[config.mk]
export PLATFORM = sky130hd
export DESIGN_NAME = line_buffer_fifo
export DESIGN_NICKNAME = d
export VERILOG_FILES = /design/src/rtl/display_pkg.sv /design/src/rtl/line_buffer_ram.sv /design/src/rtl/line_buffer_fifo.sv
export SDC_FILE = /design/constraint.sdc
export NUM_CORES = 1
export LEC_CHECK = 0
export CAP_MARGIN = 30
export CORE_ASPECT_RATIO = 1.25
export CORE_MARGIN = 3
export CORE_UTILIZATION = 50
export CTS_CLUSTER_DIAMETER = 80
export DETAILED_ROUTE_END_ITERATION = 10
export HOLD_SLACK_MARGIN = 0.1
export PLACE_DENSITY = 0.67
export SYNTH_ARGS = -nofsm -noshare
export SYNTH_HDL_FRONTEND = slang
export SYNTH_SLANG_ARGS = --single-unit
[constraint.sdc]
create_clock -name fpga_clk -period 7.39 [get_ports fpga_clk]
set_input_delay 0.739 -clock fpga_clk [delete_from_list [all_inputs] [get_ports fpga_clk]]
set_output_delay 0.739 -clock fpga_clk [all_outputs]
set_load 0.02 [all_outputs]
[src/rtl/display_pkg.sv]
// Shared line-buffer sizing so display_controller and line_buffer_fifo
// agree on word width, depth and the num_words_in_buffer width.
package display_pkg;

  localparam int LINE_WORD_WIDTH    = 32;
  localparam int LINE_BUF_DEPTH     = 16;
  localparam int LINE_BUF_CNT_WIDTH = $clog2(LINE_BUF_DEPTH) + 1;

  typedef logic [LINE_BUF_CNT_WIDTH-1:0] line_count_t;

endpackage

[src/rtl/line_buffer_ram.sv]
// Simple dual-port storage for the line buffer: one write port, one
// registered read port, no reset so it maps onto block RAM or registers.
module line_buffer_ram #(
  parameter int DATA_WIDTH = 32,
  parameter int DEPTH      = 16
) (
  input  logic                     clk,
  input  logic                     wr_en,
  input  logic [$clog2(DEPTH)-1:0] wr_addr,
  input  logic [DATA_WIDTH-1:0]    wr_data,
  input  logic                     rd_en,
  input  logic [$clog2(DEPTH)-1:0] rd_addr,
  output logic [DATA_WIDTH-1:0]    rd_data
);

  logic [DATA_WIDTH-1:0] mem [DEPTH];

  // A read and write to the same address return the old word, which is
  // what the FIFO relies on when it is full and both ports fire.
  always_ff @(posedge clk) begin
    if (wr_en) begin
      mem[wr_addr] <= wr_data;
    end
    if (rd_en) begin
      rd_data <= mem[rd_addr];
    end
  end

endmodule

[src/rtl/line_buffer_fifo.sv]
// Word FIFO feeding display_controller; occupancy is kept in its own
// counter and exported as num_words_in_buffer.
module line_buffer_fifo
  import display_pkg::*;
#(
  parameter int DATA_WIDTH = LINE_WORD_WIDTH,
  parameter int DEPTH      = LINE_BUF_DEPTH,
  parameter int CNT_WIDTH  = LINE_BUF_CNT_WIDTH
) (
  input  logic                  fpga_clk,
  input  logic                  reset_all,
  input  logic                  flush,
  input  logic                  wr_en,
  input  logic [DATA_WIDTH-1:0] wr_data,
  output logic                  wr_ack,
  input  logic                  rd_en,
  output logic [DATA_WIDTH-1:0] rd_data,
  output logic                  rd_valid,
  output logic [CNT_WIDTH-1:0]  num_words_in_buffer,
  output logic                  full,
  output logic                  empty,
  output logic                  overflow,
  output logic                  underflow,
  input  logic                  clear_errors
);

  localparam int PTR_WIDTH = $clog2(DEPTH);
  localparam logic [CNT_WIDTH-1:0] FULL_COUNT = CNT_WIDTH'(DEPTH);

  logic [PTR_WIDTH-1:0]  wr_ptr;
  logic [PTR_WIDTH-1:0]  rd_ptr;
  logic [CNT_WIDTH-1:0]  count;
  logic                  rd_accept;
  logic                  wr_accept;
  logic                  rd_seen;
  logic [DATA_WIDTH-1:0] ram_rd_data;

  assign full  = (count == FULL_COUNT);
  assign empty = (count == '0);

  assign rd_accept = rd_en & ~empty & ~flush;
  assign wr_accept = wr_en & (~full | rd_accept) & ~flush;

  assign wr_ack              = wr_accept;
  assign num_words_in_buffer = count;

  // The RAM read register has no reset, so rd_data is forced to zero until
  // the first accepted read after reset has loaded it.
  assign rd_data = rd_seen ? ram_rd_data : '0;

  line_buffer_ram #(
    .DATA_WIDTH (DATA_WIDTH),
    .DEPTH      (DEPTH)
  ) u_ram (
    .clk     (fpga_clk),
    .wr_en   (wr_accept),
    .wr_addr (wr_ptr),
    .wr_data (wr_data),
    .rd_en   (rd_accept),
    .rd_addr (rd_ptr),
    .rd_data (ram_rd_data)
  );

  always_ff @(posedge fpga_clk or negedge reset_all) begin
    if (!reset_all) begin
      wr_ptr   <= '0;
      rd_ptr   <= '0;
      count    <= '0;
      rd_valid <= 1'b0;
      rd_seen  <= 1'b0;
    end else if (flush) begin
      wr_ptr   <= '0;
      rd_ptr   <= '0;
      count    <= '0;
      rd_valid <= 1'b0;
    end else begin
      if (wr_accept) begin
        wr_ptr <= wr_ptr + PTR_WIDTH'(1);
      end
      if (rd_accept) begin
        rd_ptr  <= rd_ptr + PTR_WIDTH'(1);
        rd_seen <= 1'b1;
      end
      rd_valid <= rd_accept;
      case ({wr_accept, rd_accept})
        2'b10:   count <= count + CNT_WIDTH'(1);
        2'b01:   count <= count - CNT_WIDTH'(1);
        default: count <= count;
      endcase
    end
  end

  // Sticky error flags; a new error in the same cycle as clear_errors wins,
  // and a flush cycle leaves them untouched.
  always_ff @(posedge fpga_clk or negedge reset_all) begin
    if (!reset_all) begin
      overflow  <= 1'b0;
      underflow <= 1'b0;
    end else if (!flush) begin
      if (wr_en & full & ~rd_accept) begin
        overflow <= 1'b1;
      end else if (clear_errors) begin
        overflow <= 1'b0;
      end
      if (rd_en & empty) begin
        underflow <= 1'b1;
      end else if (clear_errors) begin
        underflow <= 1'b0;
      end
    end
  end

endmodule

# After elaboration in Yosys (flattened, before gate mapping)
# Memory sizes are Yosys's and may differ from the RTL's. A register that Yosys moved wholly into a read port is not among the register bits.
# Index checks and enable logic that the tools add are counted.
[totals] ff_bits=17 latch_bits=0 mem_bits_rw=512 mem_bits_ro=0 in_bits=38 out_inout_bits=43 elab_cells=49 mem_count=1
[classes] addsub=4 mul=0 div_mod_pow=0 magnitude_cmp=0 n_eq_ne=3 n_shift=0 n_mux=13 bitwise_logic=12 reduce_logical=9
[mem_list] memory="u_ram.mem" words=16 width=32 rd=1 rd_ports_with_merged_regs=1 write_ports=1 line_no="line_buffer_ram.sv:16" source="logic [DATA_WIDTH-1:0] mem [DEPTH];"
[op_table] cell="$mux 32" count=1
[op_table] cell="$mux 4" count=4
[op_table] cell="$pmux 5 s2" count=1
[op_table] cell="$add 4x1->4 const B" count=2
[op_table] cell="$reduce_bool 2->1" count=4
[op_table] cell="$and 1x1->1" count=7
[op_table] cell="$mux 1" count=6
[op_table] cell="$reduce_and 2->1" count=3
[op_table] cell="$add 5x1->5 const B" count=1
[op_table] cell="$eq 5x5->1 const B" count=1
[op_table] cell="$logic_not 5->1" count=1
[op_table] cell="$mux 5" count=1
[op_table] cell="$sub 5x1->5 const B" count=1
[op_table] cell="$not 1->1" count=4
[op_table] cell="$reduce_bool 3->1" count=1
[op_table] cell="$eq 2x1->1 const B" count=1
[op_table] cell="$eq 2x2->1 const B" count=1
[op_table] cell="$or 1x1->1" count=1

# Depth between registers and ports, before layout
[logic_depth] word_depth=10 ltp_mapped=11 ltp_nobuf=10

# Hierarchy
# A second synthesis with hierarchy kept.
[hier_totals] hier_cells=980 hier_area_um2=21439.3
[modules_own_cells] mod="line_buffer_ram" instances=1 cells_per_inst=838 area_per_inst_um2=20174.3 seq_area_each_um2=16335.7
[modules_own_cells] mod="line_buffer_fifo" instances=1 cells_per_inst=142 area_per_inst_um2=1265.0 seq_area_each_um2=425.4

# Least setup slack after synthesis
# No wires, ideal clock.
[synth_timing] kind="input -> register" from="input port wr_en" to="memory u_ram.mem[10][0], enable pin" setup_ps=421 t_arrival_ps=2909 t_required_ps=6969 slack_ps=4060 path_stages=5 path_buffers=1 cell_sequence="clkbuf_1 nor2b_1 o31a_4 nand3b_1 nor2_1"
[synth_between] elab_chain_len=4
[synth_rtl] element="start, declared" line_no="line_buffer_fifo.sv:13" source="input logic wr_en,"
[synth_rtl] element="$and 1x1->1 (2 in series)" line_no="line_buffer_fifo.sv:42" source="assign wr_accept = wr_en & (~full | rd_accept) & ~flush;"
[synth_rtl] element="named net wr_ack" line_no="line_buffer_fifo.sv:15" source="output logic wr_ack,"
[synth_rtl] element="$mux 1" line_no="line_buffer_ram.sv:21" source="if (wr_en) begin"
[synth_rtl] element="$mux 1 (not written as such)" line_no="line_buffer_ram.sv:22" source="mem[wr_addr] <= wr_data;"
[synth_rtl] element="end, declared" line_no="line_buffer_ram.sv:16"
# The timed path passes the listed nets, and every way through them passes these cells.

==> impl_metrics.py <==
metrics = {
    "clock_network": {
        "post-cts-setup-buffer-count": 0,
        "clk_latency_ns": 0.56,
        "hold_buffers": 0,
        "postCtsResizedCells": 0,
        "clk_pin_slew_ns": 0.06,
        "clkSinkCount": 561,
        "htreeDepth": 2,
        "cts-root-buf": "clkbuf_16",
        "tritoncts": "yes",
        "cts-buffers-inserted": 51,
        "cts.path.max_buffers": 3,
    },
    "timing": {
        "holdWs_ns": 0.518,
        "setup_viol": 0,
        "min_period_over_period_pct": 47.2,
        "slew_headroom_pct": 20.6,
        "hold_violations": 0,
        "slew_violations": 0,
        "setup_tns_ns": 0,
        "period_minus_slack_ns": 3.48,
        "skew_ns": 0.0101,
        "worstMarginPinSlew_ns": 1.19,
        "fin_ws_ns": 3.91,
        "fmax_mhz": 287,
        "rsz0062_at_grt": "false",
    },
    "floorplan": {
        "fp.dieArea_sq_um": 46200,
        "start_util_pct": 50.7,
        "io_pins": 81,
        "coreArea_sq_um": 43100,
        "die_w_um": 193,
        "num_rows": 85,
        "fp.dieH_um": 240,
    },
    "route": {
        "wl_per_cell_um": 23.4,
        "route.detailed.drc": 0,
        "drt-initial-drc-count": 866,
        "routed_wl_um": 42500,
        "num_vias": 10600,
        "vias_per_cell": 5.81,
        "firstDrtPassIters": 5,
        "ant_nets": 0,
    },
    "global_routing": {
        "grt_pass1_vias": 11000,
        "antenna_found_initial": 0,
        "grt_overflow": 0,
        "grt_max_degree": 127,
        "grt_pass1_wl_um": 65000,
        "grt_use_total_pct": 18.6,
    },
    "yosys": {
        "async_flop_share_pct": 3.03,
        "synthFlopType": "edfxtp_1",
        "synth-edff-count": 544,
        "synth_area_leader_cell": "edfxtp_1",
        "synthTopCellsByArea": "edfxtp_1 (75%), mux4_2 (6.6%), mux2i_1 (6.0%), a221oi_1 (2.6%), dfrtp_1 (1.9%)",
        "synthCells": 1120,
        "ys_ff_latch": 561,
        "synth_top_area_share_pct": 74.8,
        "ys_warn_count": 0,
        "avgSynthCellArea_sq_um": 19.5,
        "ys_seq_area_share_pct": 76.7,
        "synthDistinctLibCells": 47,
        "netlist_area_sq_um": 21800,
        "synth_nets": 1167,
    },
    "setup_path": {
        "cp-start-kind": "register",
        "crit_arrival_ns": 3.79,
        "crit_fanout": 36,
        "r2r-end": "u_ram.rd_data[26]$_DFFE_PN_",
        "r2r_start": "rd_ptr[2]$_DFFE_PN0P_",
        "cp.required_ns": 7.69,
        "crit_type": "reg -> reg",
        "endpoint_kind": "register",
        "reg2reg_depth": 6,
        "r2r_slack_ns": 3.91,
    },
    "cells_and_area": {
        "stdcell_area_sq_um": 25200,
        "final_util_pct": 58.5,
        "drive_gt1_share_pct": 14.8,
        "antenna_cells": 0,
        "nets": 1260,
        "syn_to_final_growth_pct": 15.4,
    },
    "hold_path": {
        "holdPathEnd": "underflow$_DFFE_PN0P_",
        "hold_path_depth": 1,
        "min_from": "underflow$_DFFE_PN0P_",
        "hp-class": "reg -> reg",
    },
    "place": {
        "port_buffers": 80,
        "place_ws_ns": 3.79,
        "place_area_sq_um": 23300,
        "hpwlAfterDp_um": 23900,
        "place.gp.congestion": 0.755,
    },
    "power": {
        "power.leakage_nw": 7.99,
        "power_density_nw_per_um2": 305,
        "vdd.ir_drop.worst_v": 0.000235,
    },
    "run": {
        "timing.max_cap.violations": 0,
    },
    "status": {
        "status": "finished, final reports clean",
    },
}
[state kept, by name, indices dropped and copies added, names as in the netlist]
signal / cells
rd_valid: 1
num_words_in_buffer: 5
rd_seen: 1
u_ram.mem: 512
wr_ptr: 4
rd_ptr: 4
underflow: 1
overflow: 1
u_ram.rd_data: 32
[synth_stat cells (all sizes together), types with 3 or more instances]
cell type	count
mux4	64
edfxtp	544
ha	8
clkbuf	26
inv	15
xnor2	5
nand2b	3
nor2b	5
nand2	33
o21ai	35
nand3	4
nor2	18
mux2i	132
a21oi	3
buf	36
and2	45
a22oi	33
dfrtp	17
o2111ai	3
a221oi	64
[critical path: stages, from the launching register on]
cell and delay [ns]:
dfrtp_1 0.91, buf_4 0.39, and2_2 0.76, buf_4 0.54, a221oi_1 0.22, a22oi_1 0.23, nand2_1 0.10
[where the power goes]
group / total (W) / internal [W] / switching, W / leakage (nW)
Clock: 0.00260 / 0.00151 / 0.00109 / 0.805
Sequential: 0.00370 / 0.00361 / 0.0000864 / 5.13
Combinational: 0.00139 / 0.000675 / 0.000710 / 2.05
Total: 0.00768 / 0.00579 / 0.00188 / 7.99
[layout make-up]
class                           count  area, sq um
Clock buffer                       60         1350
Clock inverter                     33          294
Fill cell                        3145        17900
Inverter                           15         56.3
Multi-Input combinational cell    482         4790
Sequential cell                   561        16800
Tap cell                          565          707
Timing Repair Buffer              102         1230
[metal layers]
metal | up-vias | GRT usage [%] | part of all wire (%)
li1 | 4777 | - | -
met1 | 5488 | 24.8 | 42
met2 | 236 | 32.2 | 52
met3 | 60 | 2.64 | 3.7
met4 | 0 | 5.04 | 2.2
met5 | - | 0 | 0
[placed cells by master (no fill, tap or decap), drive strengths merged, types with 17 or more instances in the layout]
cell type      instances
a221oi                64
a22oi                 33
and2                  45
buf                   22
clkbuf                60
clkdlybuf4s50         80
clkinv                27
dfrtp                 17
edfxtp               544
mux2i                132
mux4                  64
nand2                 33
nor2                  18
o21ai                 35
[cells by family (layout without fill, tap and decap cells)]
logic type                 after synthesis  after routing  synth area share [%]
muxes                                  198            198                  12.8
AOI/OAI and AO/OA                      151            151                  5.25
buffers and inverters                   77            210                  1.57
adders and majority gates                9              9                 0.550
DFF                                    561            561                  76.7
xor gates and xnor gates                 7              7                 0.281
and+or+nand+nor                        117            117                  2.86
[per-stage QoR]
step / cells / total power, W
after CTS: 1810 / 0.00774
after floorplan: 1120 / 0.00476
final: 1818 / 0.00768
after global placement: 1712 / 0.00514
after detailed placement: 1717 / 0.00515
after global routing: 1818 / 0.00797
[how the worst max path moves through the flow]
stage	start	end	slack, ns
floorplan	wr_en	u_ram.mem[10][0]$_DFFE_PP_	4.06
global placement	flush	u_ram.mem[9][14]$_DFFE_PP_	3.70
detailed placement	flush	u_ram.mem[1][13]$_DFFE_PP_	3.79
CTS	rd_ptr[2]$_DFFE_PN0P_	u_ram.rd_data[26]$_DFFE_PN_	3.92
global route	rd_ptr[2]$_DFFE_PN0P_	u_ram.rd_data[25]$_DFFE_PN_	3.67
finish	rd_ptr[2]$_DFFE_PN0P_	u_ram.rd_data[26]$_DFFE_PN_	3.91
No activity file was read; power rests on OpenSTA's default activity.
